--- config.mk ---
export PLATFORM = sky130hd
export DESIGN_NAME = dcache_wb_buffer_flat
export DESIGN_NICKNAME = d
export VERILOG_FILES = /design/src/rtl/dcache_wb_buffer_if.sv /design/src/rtl/dcache_wb_buffer.sv /design/src/flat_wrapper.sv
export SDC_FILE = /design/constraint.sdc
export NUM_CORES = 2
export LEC_CHECK = 0
export BUFFER_PORTS_ARGS = -buffer_cell sky130_fd_sc_hd__buf_2
export CAP_MARGIN = 10
export CORE_ASPECT_RATIO = 1.75
export CORE_UTILIZATION = 45
export CTS_CLUSTER_SIZE = 10
export DETAILED_ROUTE_END_ITERATION = 10
export SKIP_CTS_REPAIR_TIMING = 1
export SLEW_MARGIN = 10
export SYNTH_ARGS = -nofsm -noshare
export SYNTH_HDL_FRONTEND = slang
export SYNTH_SLANG_ARGS = --single-unit
--- constraint.sdc ---
create_clock -name clk -period 8.1 [get_ports clk]
set_clock_uncertainty 0.15 [all_clocks]
set_input_delay 0.405 -clock clk [delete_from_list [all_inputs] [get_ports clk]]
set_output_delay 0.405 -clock clk [all_outputs]
set_load 0.05 [all_outputs]
--- src/rtl/dcache_wb_buffer_if.sv ---
// Cache-side push/lookup port and AXI write channels of the data-cache write-back buffer.
// The buffer takes the slave modport; the cache/interconnect side takes master.
interface dcache_wb_buffer_if #(
  parameter int DATA_WIDTH    = 32,
  parameter int LINE_WORD_NUM = 4
);
  logic                                push_valid;
  logic                                push_ready;
  logic [31:0]                         push_addr;
  logic [LINE_WORD_NUM*DATA_WIDTH-1:0] push_line;
  logic [31:0]                         lookup_addr;
  logic                                lookup_hit;
  logic [LINE_WORD_NUM*DATA_WIDTH-1:0] lookup_line;
  logic                                empty;
  logic [31:0]                         awaddr;
  logic [7:0]                          awlen;
  logic [2:0]                          awsize;
  logic [1:0]                          awburst;
  logic                                awvalid;
  logic                                awready;
  logic [DATA_WIDTH-1:0]               wdata;
  logic [3:0]                          wstrb;
  logic                                wlast;
  logic                                wvalid;
  logic                                wready;
  logic                                bvalid;
  logic                                bready;

  modport slave (
    input  push_valid, push_addr, push_line, lookup_addr, awready, wready, bvalid,
    output push_ready, lookup_hit, lookup_line, empty,
           awaddr, awlen, awsize, awburst, awvalid, wdata, wstrb, wlast, wvalid, bready
  );

  modport master (
    output push_valid, push_addr, push_line, lookup_addr, awready, wready, bvalid,
    input  push_ready, lookup_hit, lookup_line, empty,
           awaddr, awlen, awsize, awburst, awvalid, wdata, wstrb, wlast, wvalid, bready
  );
endinterface

--- src/rtl/dcache_wb_buffer.sv ---
// Victim buffer for dirty evicted cache lines: circular FIFO drained as AXI INCR bursts,
// with a combinational lookup so refills can be forwarded from lines still buffered.
module dcache_wb_buffer #(
  parameter int DATA_WIDTH    = 32,
  parameter int LINE_WORD_NUM = 4,
  parameter int DEPTH         = 4
) (
  input logic               clk,
  input logic               reset,
  dcache_wb_buffer_if.slave bus
);
  localparam int LINE_WIDTH = LINE_WORD_NUM * DATA_WIDTH;
  localparam int OFFSET     = $clog2(LINE_WIDTH / 8);
  localparam int TAG_WIDTH  = 32 - OFFSET;
  localparam int PTR_WIDTH  = $clog2(DEPTH);
  localparam int BEAT_WIDTH = (LINE_WORD_NUM > 1) ? $clog2(LINE_WORD_NUM) : 1;

  typedef enum logic [1:0] {IDLE, AW, W, B} state_t;

  logic [DEPTH-1:0]      valid_q;
  logic [TAG_WIDTH-1:0]  tag_q  [DEPTH];
  logic [LINE_WIDTH-1:0] line_q [DEPTH];
  logic [PTR_WIDTH-1:0]  head_q;
  logic [PTR_WIDTH-1:0]  tail_q;
  logic [PTR_WIDTH:0]    count_q;
  state_t                state_q;
  logic [BEAT_WIDTH-1:0] beat_q;
  logic [BEAT_WIDTH-1:0] beat_next;
  logic                  push;
  logic                  pop;
  logic [LINE_WIDTH-1:0] head_line;
  logic                  awvalid_q;
  logic [31:0]           awaddr_q;
  logic                  wvalid_q;
  logic [DATA_WIDTH-1:0] wdata_q;
  logic                  wlast_q;
  logic                  bready_q;
  logic                  hit_c;
  logic [LINE_WIDTH-1:0] hit_line_c;
  logic [PTR_WIDTH-1:0]  idx_c;
  logic                  unused_offset_bits;

  assign bus.push_ready = count_q < (PTR_WIDTH+1)'(DEPTH);
  assign push           = bus.push_valid && bus.push_ready;
  assign pop            = bready_q && bus.bvalid;
  assign head_line      = line_q[head_q];
  assign beat_next      = beat_q + 1'b1;

  assign bus.empty   = (count_q == '0) && (state_q == IDLE);
  assign bus.awaddr  = awaddr_q;
  assign bus.awlen   = 8'(LINE_WORD_NUM - 1);
  assign bus.awsize  = 3'b010;
  assign bus.awburst = 2'b01;
  assign bus.awvalid = awvalid_q;
  assign bus.wdata   = wdata_q;
  assign bus.wstrb   = 4'hF;
  assign bus.wlast   = wlast_q;
  assign bus.wvalid  = wvalid_q;
  assign bus.bready  = bready_q;

  assign unused_offset_bits = ^{bus.push_addr[OFFSET-1:0], bus.lookup_addr[OFFSET-1:0]};

  // Entry payload carries no reset; only the valid bits decide what is live.
  always_ff @(posedge clk) begin
    if (push) begin
      tag_q[tail_q]  <= bus.push_addr[31:OFFSET];
      line_q[tail_q] <= bus.push_line;
    end
  end

  always_ff @(posedge clk or posedge reset) begin
    if (reset) begin
      valid_q <= '0;
      head_q  <= '0;
      tail_q  <= '0;
      count_q <= '0;
    end else begin
      if (push) begin
        valid_q[tail_q] <= 1'b1;
        tail_q          <= tail_q + 1'b1;
      end
      if (pop) begin
        valid_q[head_q] <= 1'b0;
        head_q          <= head_q + 1'b1;
      end
      if (push && !pop) begin
        count_q <= count_q + 1'b1;
      end else if (pop && !push) begin
        count_q <= count_q - 1'b1;
      end
    end
  end

  // The head entry is only released on its B handshake, so its line stays put for the whole burst.
  always_ff @(posedge clk or posedge reset) begin
    if (reset) begin
      state_q   <= IDLE;
      beat_q    <= '0;
      awvalid_q <= 1'b0;
      awaddr_q  <= '0;
      wvalid_q  <= 1'b0;
      wdata_q   <= '0;
      wlast_q   <= 1'b0;
      bready_q  <= 1'b0;
    end else begin
      case (state_q)
        IDLE: begin
          if (count_q != '0) begin
            state_q   <= AW;
            awvalid_q <= 1'b1;
            awaddr_q  <= {tag_q[head_q], {OFFSET{1'b0}}};
          end
        end
        AW: begin
          if (bus.awready) begin
            state_q   <= W;
            awvalid_q <= 1'b0;
            wvalid_q  <= 1'b1;
            beat_q    <= '0;
            wdata_q   <= head_line[DATA_WIDTH-1:0];
            wlast_q   <= (LINE_WORD_NUM == 1);
          end
        end
        W: begin
          if (bus.wready) begin
            if (wlast_q) begin
              state_q  <= B;
              wvalid_q <= 1'b0;
              wlast_q  <= 1'b0;
              bready_q <= 1'b1;
            end else begin
              beat_q  <= beat_next;
              wdata_q <= head_line[int'(beat_next)*DATA_WIDTH +: DATA_WIDTH];
              wlast_q <= (beat_next == BEAT_WIDTH'(LINE_WORD_NUM - 1));
            end
          end
        end
        B: begin
          if (bus.bvalid) begin
            state_q  <= IDLE;
            bready_q <= 1'b0;
          end
        end
        default: state_q <= IDLE;
      endcase
    end
  end

  // Walk oldest to youngest so the youngest matching duplicate wins.
  always_comb begin
    hit_c      = 1'b0;
    hit_line_c = '0;
    idx_c      = head_q;
    for (int i = 0; i < DEPTH; i++) begin
      idx_c = head_q + PTR_WIDTH'(i);
      if (valid_q[idx_c] && (tag_q[idx_c] == bus.lookup_addr[31:OFFSET])) begin
        hit_c      = 1'b1;
        hit_line_c = line_q[idx_c];
      end
    end
  end

  assign bus.lookup_hit  = hit_c;
  assign bus.lookup_line = hit_line_c;
endmodule

--- src/flat_wrapper.sv ---
// flat-port wrapper written by rule: the top's interface ports become plain ports
module dcache_wb_buffer_flat 
#(
  parameter int DATA_WIDTH    = 32,
  parameter int LINE_WORD_NUM = 4,
  parameter int DEPTH         = 4
)
  (clk, reset, bus_push_valid, bus_push_addr, bus_push_line, bus_lookup_addr, bus_awready, bus_wready, bus_bvalid, bus_push_ready, bus_lookup_hit, bus_lookup_line, bus_empty, bus_awaddr, bus_awlen, bus_awsize, bus_awburst, bus_awvalid, bus_wdata, bus_wstrb, bus_wlast, bus_wvalid, bus_bready);
  dcache_wb_buffer_if #(.DATA_WIDTH(DATA_WIDTH), .LINE_WORD_NUM(LINE_WORD_NUM)) bus_i ();
  input logic clk;
  input logic reset;
  input wire logic [$bits(bus_i.push_valid)-1:0] bus_push_valid;
  input wire logic [$bits(bus_i.push_addr)-1:0] bus_push_addr;
  input wire logic [$bits(bus_i.push_line)-1:0] bus_push_line;
  input wire logic [$bits(bus_i.lookup_addr)-1:0] bus_lookup_addr;
  input wire logic [$bits(bus_i.awready)-1:0] bus_awready;
  input wire logic [$bits(bus_i.wready)-1:0] bus_wready;
  input wire logic [$bits(bus_i.bvalid)-1:0] bus_bvalid;
  output wire logic [$bits(bus_i.push_ready)-1:0] bus_push_ready;
  output wire logic [$bits(bus_i.lookup_hit)-1:0] bus_lookup_hit;
  output wire logic [$bits(bus_i.lookup_line)-1:0] bus_lookup_line;
  output wire logic [$bits(bus_i.empty)-1:0] bus_empty;
  output wire logic [$bits(bus_i.awaddr)-1:0] bus_awaddr;
  output wire logic [$bits(bus_i.awlen)-1:0] bus_awlen;
  output wire logic [$bits(bus_i.awsize)-1:0] bus_awsize;
  output wire logic [$bits(bus_i.awburst)-1:0] bus_awburst;
  output wire logic [$bits(bus_i.awvalid)-1:0] bus_awvalid;
  output wire logic [$bits(bus_i.wdata)-1:0] bus_wdata;
  output wire logic [$bits(bus_i.wstrb)-1:0] bus_wstrb;
  output wire logic [$bits(bus_i.wlast)-1:0] bus_wlast;
  output wire logic [$bits(bus_i.wvalid)-1:0] bus_wvalid;
  output wire logic [$bits(bus_i.bready)-1:0] bus_bready;
  assign bus_i.push_valid = bus_push_valid;
  assign bus_i.push_addr = bus_push_addr;
  assign bus_i.push_line = bus_push_line;
  assign bus_i.lookup_addr = bus_lookup_addr;
  assign bus_i.awready = bus_awready;
  assign bus_i.wready = bus_wready;
  assign bus_i.bvalid = bus_bvalid;
  assign bus_push_ready = bus_i.push_ready;
  assign bus_lookup_hit = bus_i.lookup_hit;
  assign bus_lookup_line = bus_i.lookup_line;
  assign bus_empty = bus_i.empty;
  assign bus_awaddr = bus_i.awaddr;
  assign bus_awlen = bus_i.awlen;
  assign bus_awsize = bus_i.awsize;
  assign bus_awburst = bus_i.awburst;
  assign bus_awvalid = bus_i.awvalid;
  assign bus_wdata = bus_i.wdata;
  assign bus_wstrb = bus_i.wstrb;
  assign bus_wlast = bus_i.wlast;
  assign bus_wvalid = bus_i.wvalid;
  assign bus_bready = bus_i.bready;
  dcache_wb_buffer #(.DATA_WIDTH(DATA_WIDTH), .LINE_WORD_NUM(LINE_WORD_NUM), .DEPTH(DEPTH)) u_core (.clk(clk), .reset(reset), .bus(bus_i));
endmodule
==> flow_metrics.tcl <==
set metrics [dict create \
    yosys.area.top_type_share 0.4261 \
    yosys-top-cells-area "edfxtp_1 (43%), mux4_2 (30%), dfrtp_1 (4.5%)" \
    pwr_density_cell_nw_per_um2 379.4 \
    grt_max_degree 129 \
    die_h_um 415.6 \
    status "finished, violations left" \
    drv_cap 0 \
    final-setup-viol-count 0 \
    drive_gt1_frac 0.3548 \
    synth_common_cells "edfxtp_1 (624), mux4_2 (581), nand2_1 (236), o21ai_0 (226), clkbuf_1 (178)" \
    grt_pass1_vias 31110 \
    utilization 0.5267 \
    crit_required_ns 7.55 \
    synth-seq-area-share 0.4710 \
    fmax_mhz 140.2 \
    fin_crit_ns 7.135 \
    worst_slew_margin_rel 0.3044 \
    area_growth_pct 15.84 \
    cts_sinks 703 \
    insertion_delay_ns 0.67 \
    yosysMostFrequentCell "edfxtp_1" \
    drt-pass1-iter-count 6 \
    routabilityCongestion 0.9509 \
    synth_warnings 0 \
    cts_tree "yes" \
    synth_flop_cell "edfxtp_1" \
    r2r-end "u_core.bus.wdata[21]$_DFFE_PP0P_" \
    dpl_worst_slack_ns 1.830 \
    core_area_um2 96730 \
    root_buffer "clkbuf_16" \
    max_stage_delay_ns 0.86 \
    reg2regPathDepth 10 \
    place_hpwl_um 97780 \
    finalSetupTns_ns 0 \
    cp-endpoint "bus_lookup_line[23]" \
    nets 3571 \
    met3_length_um 12930 \
    vias 31570 \
    layout_setup_ws_ns 0.9653 \
    routed-wl-met2_um 74150 \
    ir_drop_mv 0.3856 \
    rsz0062_at_grt "no" \
    io_buffers 384 \
    seqCellArea_um2 20720 \
    path_delay_family "simple AND/OR/NAND/NOR gates" \
    worstSetupStartpoint "u_core.head_q[1]$_DFFE_PP0P_" \
    wl_per_cell_um 31.47 \
    syn_inst 2966 \
    holdWs_ns -0.01050 \
    syn_avg_cell_area_um2 14.83 \
    clkSlewWorstSetupHoldPaths_ns 0.06 \
    cp.arrival_ns 6.58 \
    worst_setup_path_end_kind "output pin" \
    dieArea_um2 99040 \
    rrSetupSlack_ns 2.46 \
    die_x_um 238.3 \
    synthArstFlopShare 0.1124 \
    synth_enable_flop_cells 624 \
    antenna_found_initial 17 \
    drt-vias-per-instance 6.694 \
    power.leakage_nw 17.07 \
    critical_path_class "reg -> out" \
    failed_checks "hold timing" \
    cp-start-kind "flip-flop" \
    timing.rr.start "u_core.head_q[0]$_DFFE_PP0P_" \
    p_int_mw 11.50 \
    cp_cell_sequence "inv_1 > ha_4 > buf_12 > mux2i_1 > o22ai_1 > a211oi_1 > nand3_1 > nor4_1 > o2111ai_4 > and2_4 > buf_12 > a32oi_1 > buf_2" \
    tightest_slew_ns 1.043 \
    num-fill-cells 8154 \
    crit_fanout 55 \
    multiInputGateArea_um2 21850 \
    wirelength_um 148500 \
    comb_power_share 0.555 \
    cpMaxStageDelayCell "dfrtp_4" \
    fin_crit_sh 0.8808 \
    synth_top_area_cell "edfxtp_1" \
    cp.depth 13 \
    met1_length_um 50530 \
    grt.total_usage 0.2974 \
    numCtsBuffers 82 \
    grt_overflow 0 \
    first_iter_violations 3425 \
    yosys.cell_types.count 57 \
    pwr-share-clk 0.177 \
    drc_errors 0 \
    clk_path_buf_depth 3 \
    final_max_slew_viol_count 0 \
    grt_pass1_wl_um 213600 \
    seqPwrFrac 0.268 \
    synth_area_um2 43980 \
    htreeDepth 3 \
    ys_ff_latch 703 \
    min-delay-path-class "in -> reg" \
    placementRows 151 \
    top_layer_used "met5" \
    antenna_left 0 \
    initial_utilization 0.4547 \
    path_common_cell "buf_12" \
    ioPinCount 414 \
    crit_buf_inv 4 \
    swShare 0.4050 \
    p_sw_mw 7.828 \
    finalHoldViolCount 1 \
]
==> metrics by stage <==
stage / std cells / instance area [µm²] / hold WS [ns] / total power, mW
after floorplan: 2985 / 44050 / 0.3443 / 13.23
after global placement: 4415 / 46940 / 0.3143 / 15.62
after detailed placement: 4415 / 46940 / 0.3161 / 15.96
after CTS: 4544 / 49320 / -0.3906 / 19.40
after global routing: 4713 / 50940 / 0.02031 / 20.19
final: 4717 / 50950 / -0.01050 / 19.33
==> worst reg2reg max path, stage by stage (launching register included) <==
cell,delay (ns)
dfrtp_4,0.42
buf_12,0.49
buf_4,0.81
buf_4,0.94
buf_4,0.93
mux4_2,0.77
mux2_2,0.37
o22ai_1,0.15
nand2_1,0.19
o21ai_0,0.15
o21ai_0,0.10
==> layout by cell type (no fill, tap or decap), drive strengths merged, types with 4 or more instances in the layout <==
| cell | synthesis | final |
|---|---|---|
| a2111oi | 5 | 5 |
| a211oi | 5 | 5 |
| a21oi | 17 | 17 |
| a221oi | 11 | 11 |
| a22oi | 5 | 5 |
| a31oi | 10 | 10 |
| a32oi | 128 | 128 |
| and2 | 7 | 7 |
| buf | 147 | 455 |
| clkbuf | 178 | 122 |
| clkinv | 0 | 5 |
| conb | 2 | 21 |
| dfrtp | 79 | 79 |
| diode | 0 | 15 |
| dlygate4sd3 | 0 | 158 |
| edfxtp | 624 | 624 |
| ha | 15 | 15 |
| inv | 18 | 19 |
| mux2 | 62 | 62 |
| mux2i | 90 | 90 |
| mux4 | 581 | 581 |
| nand2 | 236 | 236 |
| nand2b | 131 | 131 |
| nand3 | 134 | 134 |
| nand4 | 11 | 11 |
| nor2 | 54 | 54 |
| nor2b | 5 | 5 |
| nor4 | 10 | 10 |
| o2111ai | 4 | 4 |
| o21ai | 228 | 228 |
| o22ai | 44 | 44 |
| xnor2 | 68 | 68 |
| xor2 | 25 | 25 |
==> cell type report <==
type,count,share of cell area
Clock buffer,122,0.04467
Antenna cell,15,0.0007368
Timing Repair Buffer,613,0.08353
Inverter,18,0.001375
Tap cell,1300,0.03193
Clock inverter,7,0.002088
Multi-Input combinational cell,1939,0.4289
Sequential cell,703,0.4068
==> flip-flops by register name, indices dropped and copies added (netlist names) <==
| register | flops |
|---|---|
| u_core.beat_q | 2 |
| u_core.bus.awaddr | 28 |
| u_core.bus.awvalid | 1 |
| u_core.bus.bready | 1 |
| u_core.bus.wdata | 32 |
| u_core.bus.wlast | 1 |
| u_core.bus.wvalid | 1 |
| u_core.count_q | 3 |
| u_core.head_q | 2 |
| u_core.line_q | 512 |
| u_core.state_q | 2 |
| u_core.tag_q | 112 |
| u_core.tail_q | 2 |
| u_core.valid_q | 4 |
==> power groups by stage <==
stage,Clock [mW],Combinational (mW),Sequential [mW]
2_1_floorplan,0,7.60,5.63
5_1_grt,3.61,11.4,5.23
4_1_cts,3.50,10.8,5.15
3_3_place_gp,0,10.5,5.14
6_report,3.42,10.7,5.18
3_5_place_dp,0,10.7,5.22
==> how the worst min path moves through the flow <==
stage	end	cells past startpoint	slack (ns)	startpoint
floorplan	u_core.count_q[0]$_DFFE_PP0P_	1	0.34	u_core.count_q[0]$_DFFE_PP0P_
global placement	u_core.bus.wdata[10]$_DFFE_PP0P_	2	0.31	u_core.bus.wdata[10]$_DFFE_PP0P_
detailed placement	u_core.bus.wdata[8]$_DFFE_PP0P_	2	0.32	u_core.bus.wdata[8]$_DFFE_PP0P_
CTS	u_core.bus.awaddr[4]$_DFFE_PP0P_	2	-0.39	reset
global route	u_core.bus.awvalid$_DFFE_PP0P_	4	0.02	bus_awready
finish	u_core.bus.awvalid$_DFFE_PP0P_	4	-0.01	bus_awready
==> cells by family (layout without fill, tap and decap cells) <==
| family | count (synthesis) | in the layout | synth area share |
|---|---|---|---|
| multiplexers | 733 | 733 | 0.3339 |
| AND/OR/NAND/NOR | 595 | 595 | 0.06447 |
| AO/OA/AOI/OAI | 481 | 481 | 0.07155 |
| flip-flops | 703 | 703 | 0.4710 |
| XOR/XNOR | 93 | 93 | 0.01852 |
| buffers and inverters | 343 | 760 | 0.03568 |
| other | 2 | 36 | 0.0001708 |
| adder cells (fa/ha/maj) | 16 | 16 | 0.004723 |
==> metal layers <==
layer,GRT usage,vias up
met5,0,-
met4,0.2020,6
met3,0.07140,310
met2,0.4931,1783
met1,0.3395,16440
li1,-,13040
Note: power is estimated with default switching activity, not from simulation.
